<file path="config.mk">
export PLATFORM = sky130hd
export DESIGN_NAME = key_input_ctrl
export DESIGN_NICKNAME = d
export VERILOG_FILES = /design/src/rtl/key_input_ctrl.sv
export SDC_FILE = /design/constraint.sdc
export NUM_CORES = 1
export LEC_CHECK = 0
export ABC_CLOCK_PERIOD_IN_PS = 5070
export CORE_MARGIN = 3
export CORE_UTILIZATION = 50
export CTS_CLUSTER_SIZE = 24
export DETAILED_ROUTE_END_ITERATION = 12
export GPL_TIMING_DRIVEN = 0
export MAX_ROUTING_LAYER = met4
export PLACE_DENSITY = 0.66
export SLEW_MARGIN = 10
export SYNTH_ARGS = -nofsm -noshare
export SYNTH_HDL_FRONTEND = slang
export SYNTH_SLANG_ARGS = --single-unit
</file>
<file path="constraint.sdc">
create_clock -name clk -period 5.07 [get_ports clk]
set_input_delay 1.014 -clock clk [delete_from_list [all_inputs] [get_ports clk]]
set_output_delay 1.014 -clock clk [all_outputs]
set_load 0.03 [all_outputs]
</file>
<file path="src/rtl/key_input_ctrl.sv">
//==============================================================================
// key_input_ctrl : debounces active-low keys into levels plus press, release
//                  and long-press pulses. Optional macro KEY_REPEAT_EN adds
//                  auto-repeat press pulses after the long-press event.
// Revision 1.0
//==============================================================================
`default_nettype none
`timescale 1ns/1ps

module key_input_ctrl #(
  parameter int CLK_IN_FREQ = 27000000,
  parameter int NUM_KEYS    = 4,
  parameter int DEBOUNCE_MS = 20,
  parameter int LONG_MS     = 1000,
  parameter int REPEAT_MS   = 200
) (
  input  logic                clk,
  input  logic                rst_n,
  input  logic [NUM_KEYS-1:0] key_n_i,
  output logic [NUM_KEYS-1:0] key_state_o,
  output logic [NUM_KEYS-1:0] key_press_o,
  output logic [NUM_KEYS-1:0] key_release_o,
  output logic [NUM_KEYS-1:0] key_long_o
);

  localparam int c_TICK_DIV = CLK_IN_FREQ / 1000;
  localparam int DIV_W      = $clog2(c_TICK_DIV) + 1;
  localparam int DB_W       = $clog2(DEBOUNCE_MS) + 1;
  localparam int HOLD_W     = $clog2(LONG_MS) + 1;

  localparam logic [DIV_W-1:0]  c_DIV_LAST  = DIV_W'(c_TICK_DIV - 1);
  localparam logic [DB_W-1:0]   c_DB_LAST   = DB_W'(DEBOUNCE_MS - 1);
  localparam logic [HOLD_W-1:0] c_LONG      = HOLD_W'(LONG_MS);
  localparam logic [HOLD_W-1:0] c_LONG_LAST = HOLD_W'(LONG_MS - 1);

  if (LONG_MS <= DEBOUNCE_MS) begin : g_err_long
    $error("key_input_ctrl: LONG_MS must exceed DEBOUNCE_MS");
  end
  if ((CLK_IN_FREQ % 1000 != 0) || (CLK_IN_FREQ < 1000)) begin : g_err_freq
    $error("key_input_ctrl: CLK_IN_FREQ must be a multiple of 1000 and >= 1000");
  end
  if ((NUM_KEYS < 1) || (NUM_KEYS > 8) || (DEBOUNCE_MS < 1) || (REPEAT_MS < 1)) begin : g_err_range
    $error("key_input_ctrl: NUM_KEYS, DEBOUNCE_MS or REPEAT_MS out of range");
  end

  typedef enum logic [1:0] {
    S_IDLE     = 2'd0,
    S_PRESS_DB = 2'd1,
    S_HELD     = 2'd2,
    S_REL_DB   = 2'd3
  } state_t;

  logic [NUM_KEYS-1:0] r_sync1;
  logic [NUM_KEYS-1:0] r_sync2;
  logic [NUM_KEYS-1:0] w_raw;
  logic [DIV_W-1:0]    r_div;
  logic                w_tick;

  // Pins are asynchronous; the reset value of 1 reads as "released".
  always_ff @(posedge clk or negedge rst_n) begin
    if (!rst_n) begin
      r_sync1 <= '1;
      r_sync2 <= '1;
    end else begin
      r_sync1 <= key_n_i;
      r_sync2 <= r_sync1;
    end
  end

  assign w_raw  = ~r_sync2;
  assign w_tick = (r_div == c_DIV_LAST);

  always_ff @(posedge clk or negedge rst_n) begin
    if (!rst_n) begin
      r_div <= '0;
    end else if (w_tick) begin
      r_div <= '0;
    end else begin
      r_div <= r_div + DIV_W'(1);
    end
  end

  for (genvar k = 0; k < NUM_KEYS; k++) begin : g_key
    state_t            r_state;
    state_t            w_state_nxt;
    logic [DB_W-1:0]   r_cnt;
    logic [DB_W-1:0]   w_cnt_nxt;
    logic [HOLD_W-1:0] r_hold;
    logic [HOLD_W-1:0] w_hold_nxt;
    logic              w_press;
    logic              w_release;
    logic              w_long;
    logic              r_level;
    logic              r_press;
    logic              r_release;
    logic              r_long;
`ifdef KEY_REPEAT_EN
    localparam int REP_W = $clog2(REPEAT_MS) + 1;
    localparam logic [REP_W-1:0] c_REP_LAST = REP_W'(REPEAT_MS - 1);
    logic [REP_W-1:0]  r_rep;
    logic [REP_W-1:0]  w_rep_nxt;
`endif

    always_comb begin
      w_state_nxt = r_state;
      w_cnt_nxt   = r_cnt;
      w_hold_nxt  = r_hold;
      w_press     = 1'b0;
      w_release   = 1'b0;
      w_long      = 1'b0;
`ifdef KEY_REPEAT_EN
      w_rep_nxt   = r_rep;
`endif
      case (r_state)
        S_IDLE: begin
          w_cnt_nxt = '0;
          if (w_raw[k]) w_state_nxt = S_PRESS_DB;
        end
        S_PRESS_DB: begin
          if (!w_raw[k]) begin
            w_state_nxt = S_IDLE;
            w_cnt_nxt   = '0;
          end else if (w_tick) begin
            if (r_cnt == c_DB_LAST) begin
              w_state_nxt = S_HELD;
              w_cnt_nxt   = '0;
              w_hold_nxt  = '0;
              w_press     = 1'b1;
            end else begin
              w_cnt_nxt = r_cnt + DB_W'(1);
            end
          end
        end
        S_HELD: begin
          // Hold counter saturates at LONG_MS so the long pulse fires once.
          if (w_tick && (r_hold != c_LONG)) begin
            w_hold_nxt = r_hold + HOLD_W'(1);
            w_long     = (r_hold == c_LONG_LAST);
          end
`ifdef KEY_REPEAT_EN
          if (w_tick && (r_hold == c_LONG)) begin
            if (r_rep == c_REP_LAST) begin
              w_rep_nxt = '0;
              w_press   = 1'b1;
            end else begin
              w_rep_nxt = r_rep + REP_W'(1);
            end
          end
`endif
          if (!w_raw[k]) begin
            w_state_nxt = S_REL_DB;
            w_cnt_nxt   = '0;
          end
        end
        S_REL_DB: begin
          if (w_raw[k]) begin
            w_state_nxt = S_HELD;
            w_cnt_nxt   = '0;
          end else if (w_tick) begin
            if (r_cnt == c_DB_LAST) begin
              w_state_nxt = S_IDLE;
              w_cnt_nxt   = '0;
              w_hold_nxt  = '0;
              w_release   = 1'b1;
`ifdef KEY_REPEAT_EN
              w_rep_nxt   = '0;
`endif
            end else begin
              w_cnt_nxt = r_cnt + DB_W'(1);
            end
          end
        end
        default: begin
          w_state_nxt = S_IDLE;
          w_cnt_nxt   = '0;
        end
      endcase
    end

    always_ff @(posedge clk or negedge rst_n) begin
      if (!rst_n) begin
        r_state   <= S_IDLE;
        r_cnt     <= '0;
        r_hold    <= '0;
        r_level   <= 1'b0;
        r_press   <= 1'b0;
        r_release <= 1'b0;
        r_long    <= 1'b0;
`ifdef KEY_REPEAT_EN
        r_rep     <= '0;
`endif
      end else begin
        r_state   <= w_state_nxt;
        r_cnt     <= w_cnt_nxt;
        r_hold    <= w_hold_nxt;
        r_level   <= (w_state_nxt == S_HELD) || (w_state_nxt == S_REL_DB);
        r_press   <= w_press;
        r_release <= w_release;
        r_long    <= w_long;
`ifdef KEY_REPEAT_EN
        r_rep     <= w_rep_nxt;
`endif
      end
    end

    assign key_state_o[k]   = r_level;
    assign key_press_o[k]   = r_press;
    assign key_release_o[k] = r_release;
    assign key_long_o[k]    = r_long;
  end

endmodule

`default_nettype wire

</file>
* After elaboration in Yosys (flattened, before gate mapping) *
Index checks and enable logic that the tools add are counted.

storage, ports and cells
  register bits after elaboration = 116
  output and inout port bits = 16
  word-level logic and storage cells = 227

cells by class
  add/sub/neg operators = 9
  eq/ne operators = 49
  multiplexer cells = 117
  bitwise gates (word level) = 1
  reductions and logical operators = 20

operators by type and width
  cell                   count
  $mux 11                20
  $pmux 11 s3            4
  $mux 6                 20
  $pmux 6 s4             4
  $mux 2                 32
  $add 11x1->11 const B  4
  $eq 11x10->1 const B   4
  $ne 11x10->1 const B   4
  $eq 2x2->1 const B     16
  $mux 1                 32
  $ne 2x2->1 const B     16
  $pmux 2 s4             4
  $add 6x1->6 const B    4
  $eq 6x5->1 const B     4
  $add 16x1->16 const B  1
  $eq 16x15->1 const B   1
  $mux 16                1
  $reduce_and 4->1       4
  $reduce_bool 3->1      4
  $eq 2x1->1 const B     4
  $logic_not 2->1        4
  $logic_and 1x1->1      4
  $logic_or 1x1->1       4
  $not 4->4              1

* Longest topological paths before layout *
  depth in word-level cells = 7
  gate-level depth with buffers = 8

* Least setup slack after synthesis *
Ideal clock, no wire load.

  kind = register to register
  start point = reg r_div[0]
  end point = reg g_key[0].r_hold[6]
  setup time = 0.073 ns
  arrival = 1.885 ns
  path slack = 3.112 ns
  cell stages (with the launch flop) = 8
  buffers on the path = 1
  path through = dfrtp_1 > ha_1 > and4_1 > nand4_2 > a21o_1 > buf_6 > or4_4 > a21oi_2

between the ends
  cells in the longest elaborated chain, start to end = 4
  elaborated cells between the ends (all ways) = 8
  those cells by class = eq/ne (2); mux (4); reduce/logical (2)

RTL lines
  what                                                    line  text
  from (decl)                                             56    logic [DIV_W-1:0] r_div;
  from (signal assigned)                                  79    r_div <= r_div + DIV_W'(1);
  $eq 16x15->1 (*)                                        71    assign w_tick = (r_div == c_DIV_LAST);
  $mux 11 / $logic_and 1x1->1 (equally long branches)     -
  $mux 11, or another cell as far along                   -
  $pmux 11 s3 / $reduce_and 4->1 (equally long branches)  -
  to (signal assigned)                                    195   r_hold <= w_hold_nxt;
  to (decl)                                               88    logic [HOLD_W-1:0] r_hold;

Mark *: on every way between the ends. The rest lies on a longest branch, timed or not. The select of a mux whose other input is x is not followed.
A chain may end at the register's enable or synchronous reset.

* Final worst setup path *
  start point = reg r_div[0]
  end point = reg g_key[1].r_hold[9]

between the ends
  cells in the longest elaborated chain, start to end = 4
  elaborated cells between the ends (all ways) = 8
  those cells by class = eq/ne (2); mux (4); reduce/logical (2)

RTL lines
  what                                                    line
  $eq 16x15->1 (*)                                        71
  $mux 11 / $logic_and 1x1->1 (equally long branches)     -
  $mux 11, or another cell as far along                   -
  $pmux 11 s3 / $reduce_and 4->1 (equally long branches)  -
  to (signal assigned)                                    195
  to (decl)                                               88

Marked as above.

==> run_summary.xml <==
<?xml version="1.0" encoding="UTF-8"?>
<metrics>
  <group name="floorplanning">
    <metric name="rows" unit="">39</metric>
    <metric name="die_x" unit="um">115</metric>
    <metric name="core_region_area" unit="um^2">11500</metric>
    <metric name="io-pin-count" unit="">22</metric>
    <metric name="start_util" unit="%">51.7</metric>
    <metric name="floorplan.die.height" unit="um">115</metric>
    <metric name="die_area" unit="um^2">13300</metric>
  </group>
  <group name="placement">
    <metric name="port_bufs" unit="">21</metric>
    <metric name="postPlaceCellArea" unit="um^2">6370</metric>
    <metric name="finalWeightedCongestion" unit="">0.839</metric>
    <metric name="dp_hpwl" unit="um">8270</metric>
    <metric name="placed_cells" unit="">785</metric>
  </group>
  <group name="clocking">
    <metric name="tritoncts" unit="">yes</metric>
    <metric name="cts_buffers" unit="">17</metric>
    <metric name="cts_htree_levels" unit="">4</metric>
    <metric name="cts_root_buffer" unit="">clkbuf_16</metric>
    <metric name="clkSinkCount" unit="">116</metric>
    <metric name="worstSkewPairLatency" unit="ns">0.42</metric>
    <metric name="clkSlewWorstSetupHoldPaths" unit="ns">0.06</metric>
    <metric name="post-cts-setup-buffers" unit="">0</metric>
    <metric name="cts_hold_buffers" unit="">0</metric>
    <metric name="post_cts_resize_count" unit="">0</metric>
    <metric name="clock_path_buffers" unit="">2</metric>
  </group>
  <group name="logic_synthesis">
    <metric name="synth_area_leader_cell" unit="">dfrtp_1</metric>
    <metric name="syn_area" unit="um^2">5960</metric>
    <metric name="synth-main-ff-cell" unit="">dfrtp_1</metric>
    <metric name="synth.cells.most_frequent" unit="">dfrtp_1, nor2_1, nand2_1</metric>
    <metric name="ffs_latches_synth" unit="">116</metric>
    <metric name="post-synth-top-count-cell" unit="">dfrtp_1</metric>
    <metric name="post_synth_inst_count" unit="">620</metric>
    <metric name="postSynth.asyncResetShare" unit="%">100</metric>
    <metric name="post-synth-top-area-fraction" unit="%">45.4</metric>
    <metric name="synth_top_cells_by_area" unit="">dfrtp_1, xnor2_1, nor2_1</metric>
    <metric name="portion_of_the_post_synthesis_area_used_by_sequential_elements" unit="%">48.9</metric>
    <metric name="synth.avg_cell_area" unit="um^2">9.61</metric>
    <metric name="synth_cell_type_count" unit="">60</metric>
    <metric name="yosys_warnings" unit="">0</metric>
    <metric name="mappedNetlistNets" unit="">639</metric>
    <metric name="synth_enable_flop_cells" unit="">0</metric>
  </group>
  <group name="setup_path">
    <metric name="crit_path_max_fanout" unit="">10</metric>
    <metric name="slowest_delay" unit="ns">0.76</metric>
    <metric name="crit_type" unit="">register to register</metric>
    <metric name="timing.critical_path.slowest_stage_cell" unit="">nor3_1</metric>
    <metric name="arrival" unit="ns">2.90</metric>
    <metric name="setup.worst_path.end_class" unit="">register</metric>
    <metric name="cp_top_family" unit="">simple AND/OR/NAND/NOR gates</metric>
    <metric name="path_buf_inv" unit="">1</metric>
    <metric name="cp_cell_sequence" unit="">ha_1 -&gt; and4_1 -&gt; nand4_2 -&gt; clkbuf_1 -&gt; nor3_1 -&gt; nor2_1</metric>
    <metric name="crit_required" unit="ns">5.34</metric>
    <metric name="startpoint_type" unit="">register</metric>
  </group>
  <group name="finish">
    <metric name="finish.net_count" unit="">680</metric>
    <metric name="diodes" unit="">0</metric>
    <metric name="share_of_the_core_filled_with_cells" unit="%">60.7</metric>
    <metric name="finish.cell_count_without_fillers" unit="">817</metric>
    <metric name="post_route_cells_drive_above_1_share" unit="%">12.0</metric>
    <metric name="syn_to_final_growth" unit="%">17.4</metric>
    <metric name="final_cell_area" unit="um^2">6990</metric>
  </group>
  <group name="global_route">
    <metric name="first_global_vias" unit="">4488</metric>
    <metric name="antenna_violations_before_repair" unit="">0</metric>
    <metric name="pin_count_of_the_biggest_net_entering_global_routing" unit="">82</metric>
    <metric name="grt_first_pass_wirelength" unit="um">20800</metric>
    <metric name="globalRouteOverflowTotal" unit="">0</metric>
    <metric name="global_route.usage.total" unit="%">20.5</metric>
  </group>
  <group name="sta">
    <metric name="finalCritPeriodShare" unit="%">52.1</metric>
    <metric name="finalHoldViolCount" unit="">0</metric>
    <metric name="grt_setup_unrepaired" unit="">false</metric>
    <metric name="achievable-frequency" unit="GHz">0.379</metric>
    <metric name="min_period" unit="ns">2.64</metric>
    <metric name="worst_slew_pin_slew" unit="ns">0.821</metric>
    <metric name="drv_slew" unit="">0</metric>
    <metric name="final_setup_violations" unit="">0</metric>
    <metric name="finalClockSkew" unit="ns">0.00801</metric>
    <metric name="worst_slew_margin_relative_to_its_limit" unit="%">44.8</metric>
    <metric name="setup_tns" unit="ns">0</metric>
  </group>
  <group name="detailed_routing">
    <metric name="wl_per_cell" unit="um">15.0</metric>
    <metric name="drcViolationCount" unit="">0</metric>
    <metric name="vias_per_cell" unit="">5.62</metric>
    <metric name="wirelength" unit="um">12300</metric>
    <metric name="initialDrtViolationCount" unit="">361</metric>
    <metric name="drt_pre_antenna_iters" unit="">5</metric>
    <metric name="num_vias" unit="">4592</metric>
    <metric name="postRouteAntennaNets" unit="">0</metric>
  </group>
  <group name="power">
    <metric name="peakVddDrop" unit="mV">0.236</metric>
    <metric name="static-leakage-power" unit="uW">0.00294</metric>
    <metric name="power_per_cell_area" unit="nW/um^2">317</metric>
  </group>
  <group name="hold_path">
    <metric name="hp-class" unit="">register to register</metric>
  </group>
  <group name="flow_run">
    <metric name="drv_cap" unit="">0</metric>
  </group>
  <group name="status">
    <metric name="status" unit="">complete, no violations</metric>
  </group>
</metrics>
[metal layers]
metal / wire length [um] / part of all wire [%] / GRT usage (%) / vias to the layer above
met3: 426 / 3.5 / 5.84 / 9
met4: 141 / 1.1 / 6.73 / 0
met1: 5750 / 47 / 25.7 / 2222
met5: 0 / 0 / - / -
li1: - / - / - / 2281
met2: 5950 / 49 / 32.1 / 80
[per-stage QoR]
stage | power (uW) | hold WS, ns | setup WS, ns
after floorplan | 966 | 0.345 | 3.11
after global placement | 992 | 0.345 | -1.45
after detailed placement | 995 | 0.347 | 2.41
after CTS | 2240 | 0.355 | 2.40
after global routing | 2290 | 0.358 | 2.27
final | 2210 | 0.354 | 2.43
[power by group]
group          switching [uW]  leakage, uW  internal, uW
Clock                     446     0.000290           790
Sequential               6.21      0.00157           934
Combinational            25.5      0.00108          11.6
[registers in the layout, summed over array words and instances, names as in the netlist]
name and flops:
g_key.r_release 4, r_div 16, g_key.r_cnt 24, r_sync1 4, r_sync2 4, g_key.r_press 4, g_key.r_state 8, g_key.r_level 4
g_key.r_hold 44, g_key.r_long 4
[final cells by class]
| cell class | instances | area, um^2 |
|---|---|---|
| buffer | 28 | 178 |
| fill | 965 | 4530 |
| timing repair buffer | 22 | 239 |
| clock inverter | 14 | 178 |
| sequential | 116 | 2910 |
| clock buffer | 18 | 439 |
| tap | 143 | 179 |
| inverter | 25 | 93.8 |
| multi-input combinational | 451 | 2770 |
[kinds of logic after synthesis]
kind of cell | synth area share [%]
compound gates | 13.1
xor+xnor | 5.59
fa+ha+maj | 2.73
buf+inv | 4.56
flops | 48.9
mux | 0.714
simple gates | 24.4
[cell usage in the layout, fill, tap and decap left out, drive strengths merged, types with 18 or more instances in the layout]
cell / netlist / final
buf: 21 / 23
inv: 25 / 28
o21ai: 44 / 44
clkdlybuf4s50: 0 / 20
clkbuf: 7 / 25
dfrtp: 108 / 108
nor2: 70 / 70
nand3: 36 / 36
xnor2: 30 / 30
nor3: 18 / 18
nand2: 54 / 54
[worst register-to-register path: stages, from the launching register on]
cell	delay, ns
dfrtp_1	0.37
ha_1	0.24
and4_1	0.25
nand4_2	0.35
clkbuf_1	0.39
nor3_1	0.76
nor2_1	0.13
[worst paths after layout]
| kind | startpoint | endpoint | slack [ns] | depth (start not counted) |
|---|---|---|---|---|
| worst max-delay path | r_div[0] | g_key[1].r_hold[9] | 2.43 | 6 |
| worst max register to register | r_div[0] | g_key[1].r_hold[9] | 2.43 | 6 |
| max in group asynchronous | rst_n | r_sync1[0] | 3.87 | 2 |
| min in group asynchronous | rst_n | g_key[3].r_hold[7] | 0.48 | 1 |
| worst min-delay path | r_sync1[1] | r_sync2[1] | 0.35 | 0 |
| worst min register to register | r_sync1[1] | r_sync2[1] | 0.35 | 0 |
No activity file was read; power rests on OpenSTA's default activity.
